**config.mk**
```make
export PLATFORM = sky130hd
export DESIGN_NAME = data_memory_arbiter
export DESIGN_NICKNAME = d
export VERILOG_FILES = /design/src/rtl/data_memory_arbiter.sv
export SDC_FILE = /design/constraint.sdc
export NUM_CORES = 1
export LEC_CHECK = 0
export CORE_MARGIN = 2
export CORE_UTILIZATION = 34
export DETAILED_ROUTE_END_ITERATION = 8
export GPL_ROUTABILITY_DRIVEN = 0
export PLACE_DENSITY_LB_ADDON = 0.3
export SLEW_MARGIN = 20
export SYNTH_ARGS = -nofsm -noshare
export SYNTH_HDL_FRONTEND = slang
export SYNTH_SLANG_ARGS = --single-unit
```
**constraint.sdc**
```tcl
create_clock -name Clock -period 1.3 [get_ports Clock]
set_input_delay 0.26 -clock Clock [delete_from_list [all_inputs] [get_ports Clock]]
set_output_delay 0.26 -clock Clock [all_outputs]
set_load 0.005 [all_outputs]
```
**src/rtl/data_memory_arbiter.sv**
```systemverilog
// Two-requester round-robin arbiter in front of a single-port data memory.
// Fixed latency: grant edge -> ACCESS cycle (Ack + memory strobe) -> RESP cycle (read data).
module data_memory_arbiter #(
  parameter int MEMWIDTH = 32,
  parameter int ADDSIZE  = 6
) (
  input  logic                Clock,
  input  logic                Resetn,
  input  logic                AReq,
  input  logic                BReq,
  input  logic                AWrite,
  input  logic                BWrite,
  input  logic [ADDSIZE-1:0]  AAddress,
  input  logic [ADDSIZE-1:0]  BAddress,
  input  logic [MEMWIDTH-1:0] AWriteData,
  input  logic [MEMWIDTH-1:0] BWriteData,
  output logic                AAck,
  output logic                BAck,
  output logic                ARdValid,
  output logic                BRdValid,
  output logic [MEMWIDTH-1:0] RdData,
  output logic [ADDSIZE-1:0]  MemAddress,
  output logic [MEMWIDTH-1:0] MemWriteData,
  output logic                MemoryRead,
  output logic                MemoryWrite,
  input  logic [MEMWIDTH-1:0] MemReadData,
  output logic                Busy
);

  typedef enum logic [1:0] {IDLE, ACCESS, RESP} state_t;

  state_t              state, state_nxt;
  logic                grant, win_b, sel_write;
  logic                last_b, owner_b, wr_q;
  logic [MEMWIDTH-1:0] rd_hold;

  always_comb begin
    grant     = 1'b0;
    win_b     = 1'b0;
    sel_write = AWrite;
    state_nxt = state;
    case (state)
      IDLE: if (AReq || BReq) begin
        grant     = 1'b1;
        // B wins outright, or on a tie when A was granted last
        win_b     = BReq && (!AReq || !last_b);
        sel_write = win_b ? BWrite : AWrite;
        state_nxt = ACCESS;
      end
      ACCESS:  state_nxt = wr_q ? IDLE : RESP;
      RESP:    state_nxt = IDLE;
      default: state_nxt = IDLE;
    endcase
  end

  always_ff @(posedge Clock or negedge Resetn) begin
    if (!Resetn) state <= IDLE;
    else         state <= state_nxt;
  end

  always_ff @(posedge Clock or negedge Resetn) begin
    if (!Resetn) begin
      last_b       <= 1'b1;
      owner_b      <= 1'b0;
      wr_q         <= 1'b0;
      MemAddress   <= '0;
      MemWriteData <= '0;
      MemoryRead   <= 1'b0;
      MemoryWrite  <= 1'b0;
      AAck         <= 1'b0;
      BAck         <= 1'b0;
      ARdValid     <= 1'b0;
      BRdValid     <= 1'b0;
      rd_hold      <= '0;
    end else begin
      MemoryRead  <= 1'b0;
      MemoryWrite <= 1'b0;
      AAck        <= 1'b0;
      BAck        <= 1'b0;
      ARdValid    <= 1'b0;
      BRdValid    <= 1'b0;
      if (grant) begin
        last_b       <= win_b;
        owner_b      <= win_b;
        wr_q         <= sel_write;
        MemAddress   <= win_b ? BAddress : AAddress;
        MemWriteData <= win_b ? BWriteData : AWriteData;
        MemoryWrite  <= sel_write;
        MemoryRead   <= !sel_write;
        AAck         <= !win_b;
        BAck         <= win_b;
      end
      if (state == ACCESS && !wr_q) begin
        ARdValid <= !owner_b;
        BRdValid <= owner_b;
      end
      // memory data is only valid during RESP; keep it for the hold period
      if (state == RESP) rd_hold <= MemReadData;
    end
  end

  assign RdData = (state == RESP) ? MemReadData : rd_hold;
  assign Busy   = (state != IDLE);

endmodule

```
Word level (Yosys, flattened, before mapping)
Index checks and enable logic that the tools add are counted.
{"block": "op_classes", "n_eq_ne": 3, "n_mux": 19, "n_reduce_logical": 12}
{"operator": "32-bit two-way mux", "n": 2}
{"operator": "1-bit two-way mux", "n": 13}
{"operator": "1-bit logical NOT", "n": 6}
{"operator": "6-bit two-way mux", "n": 1}
{"operator": "2-bit two-way mux", "n": 2}
{"operator": "2-bit one-hot mux with 2 select lines", "n": 1}
{"operator": "2-bit by 1-bit equality test with 1-bit output, second input constant", "n": 1}
{"operator": "2-bit equality test, second input constant", "n": 1}
{"operator": "1-bit logical AND", "n": 2}
{"operator": "2-bit logical NOT", "n": 1}
{"operator": "1-bit logical OR", "n": 2}
{"operator": "2-bit != test, second input constant", "n": 1}
{"operator": "2-bit nonzero test", "n": 1}
{"block": "totals", "reg_bits": 81, "in_bits": 114, "out_inout_bits": 77, "word_cells": 47}

Depth between registers and ports, before layout
Gate-level depths: netlist (run 1).
{"block": "logic_depth", "ltp_word": 8, "ltp_mapped": 5}

Least setup slack after synthesis (run 1)
Ideal clock, no wire load.
{"block": "synth_path", "path_type": "flip-flop to flip-flop", "startpoint": "register last_b", "endpoint": "register MemWriteData[19]", "t_arrival_ps": 1348, "path_slack_ps": -174, "stages_incl_launch_ff": 6, "cell_sequence": "dfstp_2 -> nand2_1 -> and3_1 -> buf_2 -> buf_6 -> a221o_1"}
{"block": "synth_via", "elab_chain_cells": 6}
{"item": "from (decl)", "line_no": "34", "rtl": "logic last_b, owner_b, wr_q;"}
{"item": "from (signal assigned)", "line_no": "83", "rtl": "last_b <= win_b;"}
{"item": "1-bit logical NOT", "line_no": "46", "rtl": "win_b = BReq && (!AReq || !last_b);"}
{"item": "1-bit logical OR", "line_no": "46"}
{"item": "1-bit logical AND", "line_no": "46"}
{"item": "1-bit two-way mux", "line_no": "43", "rtl": "IDLE: if (AReq || BReq) begin"}
{"item": "1-bit two-way mux", "line_no": "42", "rtl": "case (state)"}
{"item": "32-bit two-way mux", "line_no": "87", "rtl": "MemWriteData <= win_b ? BWriteData : AWriteData;"}
{"item": "to (signal assigned)", "line_no": "87"}
{"item": "to (decl)", "line_no": "23", "rtl": "output logic [MEMWIDTH-1:0] MemWriteData,"}
Every way passes these cells.
A chain may end at the register's enable or synchronous reset.

Final worst setup path (run 1)
{"block": "layout_path", "startpoint": "register state[0]", "endpoint": "output RdData[14]"}
{"block": "layout_via", "elab_chain_cells": 2}
{"item": "from (decl)", "line_no": "32", "rtl": "state_t state, state_nxt;"}
{"item": "from (signal assigned)", "line_no": "58", "rtl": "else state <= state_nxt;"}
{"item": "2-bit equality test", "line_no": "102", "rtl": "assign RdData = (state == RESP) ? MemReadData : rd_hold;"}
{"item": "32-bit two-way mux"}
{"item": "to (decl)", "line_no": "21", "rtl": "output logic [MEMWIDTH-1:0] RdData,"}
Every way passes these cells.

==> results of run 1 <==
cells in the mapped netlist, types with 2 or more instances:
master	instances
a221o_1	38
mux2_2	28
inv_1	2
a21o_1	2
buf_6	5
a21boi_1	20
dfrtp_1	80
clkbuf_1	5
nor2b_1	2
mux2_1	4
buf_2	9
nand2_1	2
and3_1	3
a21boi_0	18
a21oi_1	2
logic make-up after synthesis:
| family | Yosys count |
|---|---|
| AOI/OAI and AO/OA | 82 |
| buffers and inverters | 24 |
| DFF | 81 |
| muxes | 32 |
| and+or+nand+nor | 13 |
registers in the layout, indices dropped and copies added (netlist names):
register	count
state	2
BRdValid	1
MemWriteData	32
owner_b	1
MemAddress	6
wr_q	1
rd_hold	32
AAck	1
ARdValid	1
MemoryRead	1
last_b	1
BAck	1
MemoryWrite	1
placed cells by master, fill, tap and decap left out, types with 2 or more instances in the layout:
| cell | n |
|---|---|
| clkbuf_2 | 7 |
| a21boi_1 | 21 |
| dlygate4sd2_1 | 24 |
| buf_16 | 3 |
| dfrtp_1 | 80 |
| clkbuf_16 | 4 |
| a21o_1 | 2 |
| buf_8 | 3 |
| clkdlybuf4s15_1 | 19 |
| clkinvlp_4 | 2 |
| buf_4 | 13 |
| buf_6 | 42 |
| clkbuf_8 | 9 |
| a21oi_1 | 2 |
| clkdlybuf4s50_1 | 112 |
| buf_12 | 8 |
| a21boi_0 | 17 |
| a221o_1 | 38 |
| and3_4 | 2 |
| mux2_4 | 31 |
per-layer routing:
layer  vias up  GRT usage  share of wire
met1      1422      0.238           0.42
met4         0     0.0648          0.015
met5         -          0              0
met3        14     0.0597          0.083
li1       1347          -              -
met2       139      0.317           0.48
stage by stage:
stage                     cell area (µm²)  instances
final                                6250        598
after global routing                 6250        598
after CTS                            5950        589
after detailed placement             5550        558
after global placement               5550        558
after floorplan                      3390        232
timing repair:
item / CTS / global route
resized for setup: 196 / 77
setup endpoints to repair: 123 / 125
pin swaps: 3 / 3
buffers inserted: 13 / 5
hold buffers: 1 / 0
gates cloned: 4 / 5
endpoints found under the hold margin: 23 / 0
path summary, 6_finish.rpt:
kind	to	slack (ns)	cells after the start
min in group Clock	state[1]	0.45	1
setup reg to reg	last_b	-0.36	8
hold / removal	rd_hold[3]	0.37	2
setup / recovery	RdData[14]	-0.66	6
hold reg to reg	state[1]	0.45	1
max in group asynchronous	last_b	0.37	3
power by group:
group | switching (µW) | internal, µW
clock network | 929 | 895
registers | 543 | 3760
logic | 2920 | 5210
layout make-up:
| class | instances | area share |
|---|---|---|
| Tap cell | 133 | 0.0266 |
| Timing Repair Buffer | 238 | 0.407 |
| Sequential cell | 81 | 0.325 |
| Multi-Input combinational cell | 127 | 0.208 |
| Inverter | 3 | 0.00220 |
| Clock inverter | 6 | 0.0108 |
| Clock buffer | 10 | 0.0204 |
==> flow_summary.json, run 1 <==
{
  "status": "finished with violations",
  "violations": "negative setup slack",
  "yosysTopAreaCellShare": 0.604,
  "io_pins": 191,
  "area_growth_syn_to_layout_pct": 88.4,
  "slew_violations": 0,
  "grt_pass1_vias": 2976,
  "drt_iter0_markers": 106,
  "crit_arrival_ns": 1.70,
  "ant_nets": 0,
  "hpwl_um": 7060,
  "min_period_ns": 1.96,
  "drc": 0,
  "grt.total_usage": 0.191,
  "muxShareOfSynthArea": 0.109,
  "cts_root_buffer": "clkbuf_8",
  "cap_viol_max_count": 0,
  "p_per_area_nw_per_um2": 2280,
  "start_kind": "register",
  "diodes": 0,
  "setup_violations": 97,
  "wl_per_cell_um": 18.2,
  "cp_slowest_cell": "dfrtp_1",
  "clockBufferDepth": 2,
  "syn_area_um2": 3320,
  "synth_nets": 346,
  "yosys.area_share.simple": 0.0234,
  "yosysUniqueCellTypes": 27,
  "yosysWarningCount": 0,
  "synth_xor_area_frac": 0,
  "multiInputGateArea_um2": 1300,
  "ys.flop_type": "dfrtp_1",
  "worstPathMaxFanout": 5,
  "synth_edf_count": 0,
  "htreeDepth": 3,
  "grt_max_degree": 31,
  "synthTopCellsByArea": "dfrtp_1, a221o_1, mux2_2",
  "crit_top_cell": "buf_12",
  "io_buffers": 190,
  "hold_ws_ns": 0.368,
  "fillers": 761,
  "cp-startpoint": "state[0]",
  "die_area_um2": 10600,
  "grt_pass1_wl_um": 15400,
  "crit_family": "buffers and inverters",
  "core_area_um2": 9640,
  "syn_inst": 232,
  "max_freq_mhz": 509,
  "tns_ns": -34.80,
  "clk_pin_slew_ns": 0.09,
  "vias": 2922,
  "ys_seq_area_frac": 0.612,
  "avgSynthCellArea_um2": 14.3,
  "max_stage_delay_ns": 0.41,
  "crit_type": "register to output port",
  "rsz0062_at_grt": "yes",
  "path_buf_inv": 4,
  "vdd_drop_max_uv": 884,
  "critPathCaptureType": "output port",
  "power_uw": 14300,
  "clkSinkCount": 81,
  "crit_chain": "nor2b_4, buf_12, buf_8, buf_12, mux2_4, buf_6",
  "initial_core_util": 0.344,
  "tightestPinTransition_ns": 0.372,
  "synth_top_area_cell": "dfrtp_1",
  "dieHeight_um": 103,
  "drive_gt1_frac": 0.297,
  "hold_viol": 0,
  "rows": 36,
  "pre_cts_ws_ns": -0.550,
  "via_per_inst": 4.89,
  "drtPass1Iterations": 4,
  "antenna_found_initial": 0,
  "overflow": 0,
  "fin_crit_sh": 1.51,
  "numCtsBuffers": 9,
  "wl_um": 10900,
  "max_slew_margin": 0.752,
  "ys_async_sr_fraction": 1.00,
  "hp-class": "input pin to asynchronous set/reset pin",
  "finClkSkew_ns": 0.0161,
  "r2r-start": "state[0]",
  "final_core_util": 0.648,
  "critPathRequiredTime_ns": 1.04,
  "num-nets-final": 574,
  "fin_ws_ns": -0.663,
  "synth_fa_ha_area_frac": 0,
  "power_leakage_uw": 0.00283,
  "synth_top_family_by_area": "compound AO/OA/AOI/OAI gates",
  "ff_latch_area_um2": 2030,
  "cts_tree": "built",
  "synth_seq_cells": 81,
  "die_w_um": 103,
  "insertion_delay_ns": 0.35,
  "synth_compound_area_frac": 0.213
}
(Power assumes the default switching activity.)
==> run 2, diff against run 1 <==
--- a/config.mk
+++ b/config.mk
@@ -9,6 +9,7 @@
 export CORE_UTILIZATION = 34
 export DETAILED_ROUTE_END_ITERATION = 8
 export GPL_ROUTABILITY_DRIVEN = 0
+export HOLD_SLACK_MARGIN = 0.08
 export PLACE_DENSITY_LB_ADDON = 0.3
 export SLEW_MARGIN = 20
 export SYNTH_ARGS = -nofsm -noshare
==> results of run 2 <==
No change in the layout: final DEF, timing and power equal those of run 1.
==> run 3, diff against run 2 <==
--- a/config.mk
+++ b/config.mk
@@ -5,8 +5,11 @@
 export SDC_FILE = /design/constraint.sdc
 export NUM_CORES = 1
 export LEC_CHECK = 0
+export CAP_MARGIN = 10
+export CELL_PAD_IN_SITES_DETAIL_PLACEMENT = 1
+export CELL_PAD_IN_SITES_GLOBAL_PLACEMENT = 2
 export CORE_MARGIN = 2
-export CORE_UTILIZATION = 34
+export CORE_UTILIZATION = 21
 export DETAILED_ROUTE_END_ITERATION = 8
 export GPL_ROUTABILITY_DRIVEN = 0
 export HOLD_SLACK_MARGIN = 0.08
==> flow_summary.json, run 3 (synthesis gave the netlist of run 1 again) <==
{
  "status": "finished with violations",
  "violations": "negative setup slack",
  "fillers": 1594,
  "rows": 45,
  "p_sw_frac": 0.309,
  "clk_pin_slew_ns": 0.06,
  "switchingPower_uw": 5130,
  "overflow": 0,
  "drtPass1Iterations": 4,
  "fin_crit_sh": 1.48,
  "largest_registers": "MemWriteData (32), rd_hold (32), MemAddress (6)",
  "drive_gt1_frac": 0.333,
  "grt_pass1_vias": 3509,
  "combPwrFrac": 0.589,
  "ant_nets": 0,
  "clockPowerShare": 0.153,
  "final_core_util": 0.443,
  "dieHeight_um": 130,
  "seqPwrFrac": 0.258,
  "max_freq_mhz": 520,
  "drc": 0,
  "start_kind": "register",
  "num-nets-final": 599,
  "critPathRequiredTime_ns": 1.04,
  "numCtsBuffers": 9,
  "drt_iter0_markers": 111,
  "final_common_cell": "clkdlybuf4s50_1",
  "vdd_drop_max_uv": 741,
  "cts_root_buffer": "clkbuf_16",
  "insertion_delay_ns": 0.35,
  "initial_core_util": 0.217,
  "dp_cells": 632,
  "crit_top_cell": "buf_6",
  "clockBufferDepth": 2,
  "cts_tree": "built",
  "crit_arrival_ns": 1.66,
  "grt.total_usage": 0.171,
  "drt-met1-wl_um": 6160,
  "clkSinkCount": 81,
  "fin_ws_ns": -0.625,
  "via_per_inst": 4.45,
  "pre_cts_ws_ns": -0.578,
  "hold_viol": 0,
  "htreeDepth": 3,
  "hp-class": "input pin to asynchronous set/reset pin",
  "io_pins": 191,
  "crit_type": "register to output port",
  "core_area_um2": 15300,
  "diodes": 0,
  "wl_um": 14300,
  "layout_common_cells": "clkdlybuf4s50_1, dfrtp_1, buf_6",
  "die_w_um": 130,
  "final_cells": 701,
  "critPathCaptureType": "output port",
  "dr_wl_met2_um": 6890,
  "grt_max_degree": 28,
  "setup_violations": 94,
  "power_leakage_uw": 0.00306,
  "grt_pass1_wl_um": 21000,
  "max_slew_margin": 0.734,
  "min_period_ns": 1.92,
  "crit_chain": "nor2b_4, buf_6, buf_12, mux2_4, buf_6",
  "slew_violations": 0,
  "rsz0062_at_grt": "yes",
  "io_buffers": 190,
  "regToRegSetupSlack_ns": -0.51,
  "wl_per_cell_um": 20.4,
  "hpwl_um": 8320,
  "cap_viol_max_count": 0,
  "tightestPinTransition_ns": 0.398,
  "cp_slowest_cell": "dfrtp_1",
  "p_int_uw": 11500,
  "finClkSkew_ns": 0.00884,
  "p_per_area_nw_per_um2": 2440,
  "area_growth_syn_to_layout_pct": 105,
  "max_stage_delay_ns": 0.40,
  "vias": 3119,
  "die_area_um2": 16800,
  "top_layer": "met4",
  "antenna_found_initial": 0,
  "worstPathMaxFanout": 5,
  "met3_length_um": 1010
}
run 3: final timing paths:
kind / endpoint / from / depth (start not counted)
max: RdData[2] / state[0] / 5
min: rd_hold[8] / Resetn / 2
max reg2reg: MemWriteData[6] / state[0] / 10
min reg2reg: ARdValid / owner_b / 1
max in group asynchronous: MemWriteData[10] / Resetn / 3
min in group Clock: ARdValid / owner_b / 1
run 3: through the flow:
| step | power [µW] | hold WS (ns) | instance area (µm²) | setup TNS, ns |
|---|---|---|---|---|
| 2_1_floorplan | 7240 | -0.0356 | 3390 | -4.61 |
| 3_3_place_gp | 11000 | 0.216 | 5650 | -36.53 |
| 3_5_place_dp | 11200 | 0.215 | 5650 | -38.61 |
| 4_1_cts | 16200 | 0.379 | 6710 | -40.04 |
| 5_1_grt | 17600 | 0.417 | 6790 | -45.30 |
| 6_report | 16600 | 0.381 | 6790 | -39.84 |
run 3: layout make-up:
cell class	count	area (µm²)	area share
Inverter	3	13.8	0.00203
Multi-Input combinational cell	134	1390	0.204
Clock buffer	10	229	0.0337
Clock inverter	6	58.8	0.00866
Tap cell	211	264	0.0389
Timing Repair Buffer	256	2810	0.414
Sequential cell	81	2030	0.299
run 3: critical path, delay by kind of cell (launching register included):
kind	cells	cell delay, ns
buffers and inverters	3	0.41
multiplexers	1	0.31
AND/OR/NAND/NOR	1	0.18
flip-flops	1	0.40
run 3: power groups by stage:
stage	clock network [µW]	logic (µW)	registers (µW)
after global placement	0	6760	4270
after floorplan	0	2980	4260
after detailed placement	0	6890	4290
after global routing	2700	10500	4440
after CTS	2620	9360	4270
final	2540	9770	4280
run 3: metal layers:
metal | GRT usage | up-vias
met5 | 0 | -
met4 | 0.0519 | 0
met3 | 0.0541 | 15
met2 | 0.290 | 134
met1 | 0.208 | 1562
li1 | - | 1408
run 3: what timing repair did:
item | CTS | global route
pin swaps | 4 | 4
cloned | 17 | 1
buffers inserted | 28 | 13
endpoints found under the hold margin | 22 | 0
endpoints found under the setup margin | 122 | 119
gates resized for setup | 232 | 65
hold buffers | 1 | 0
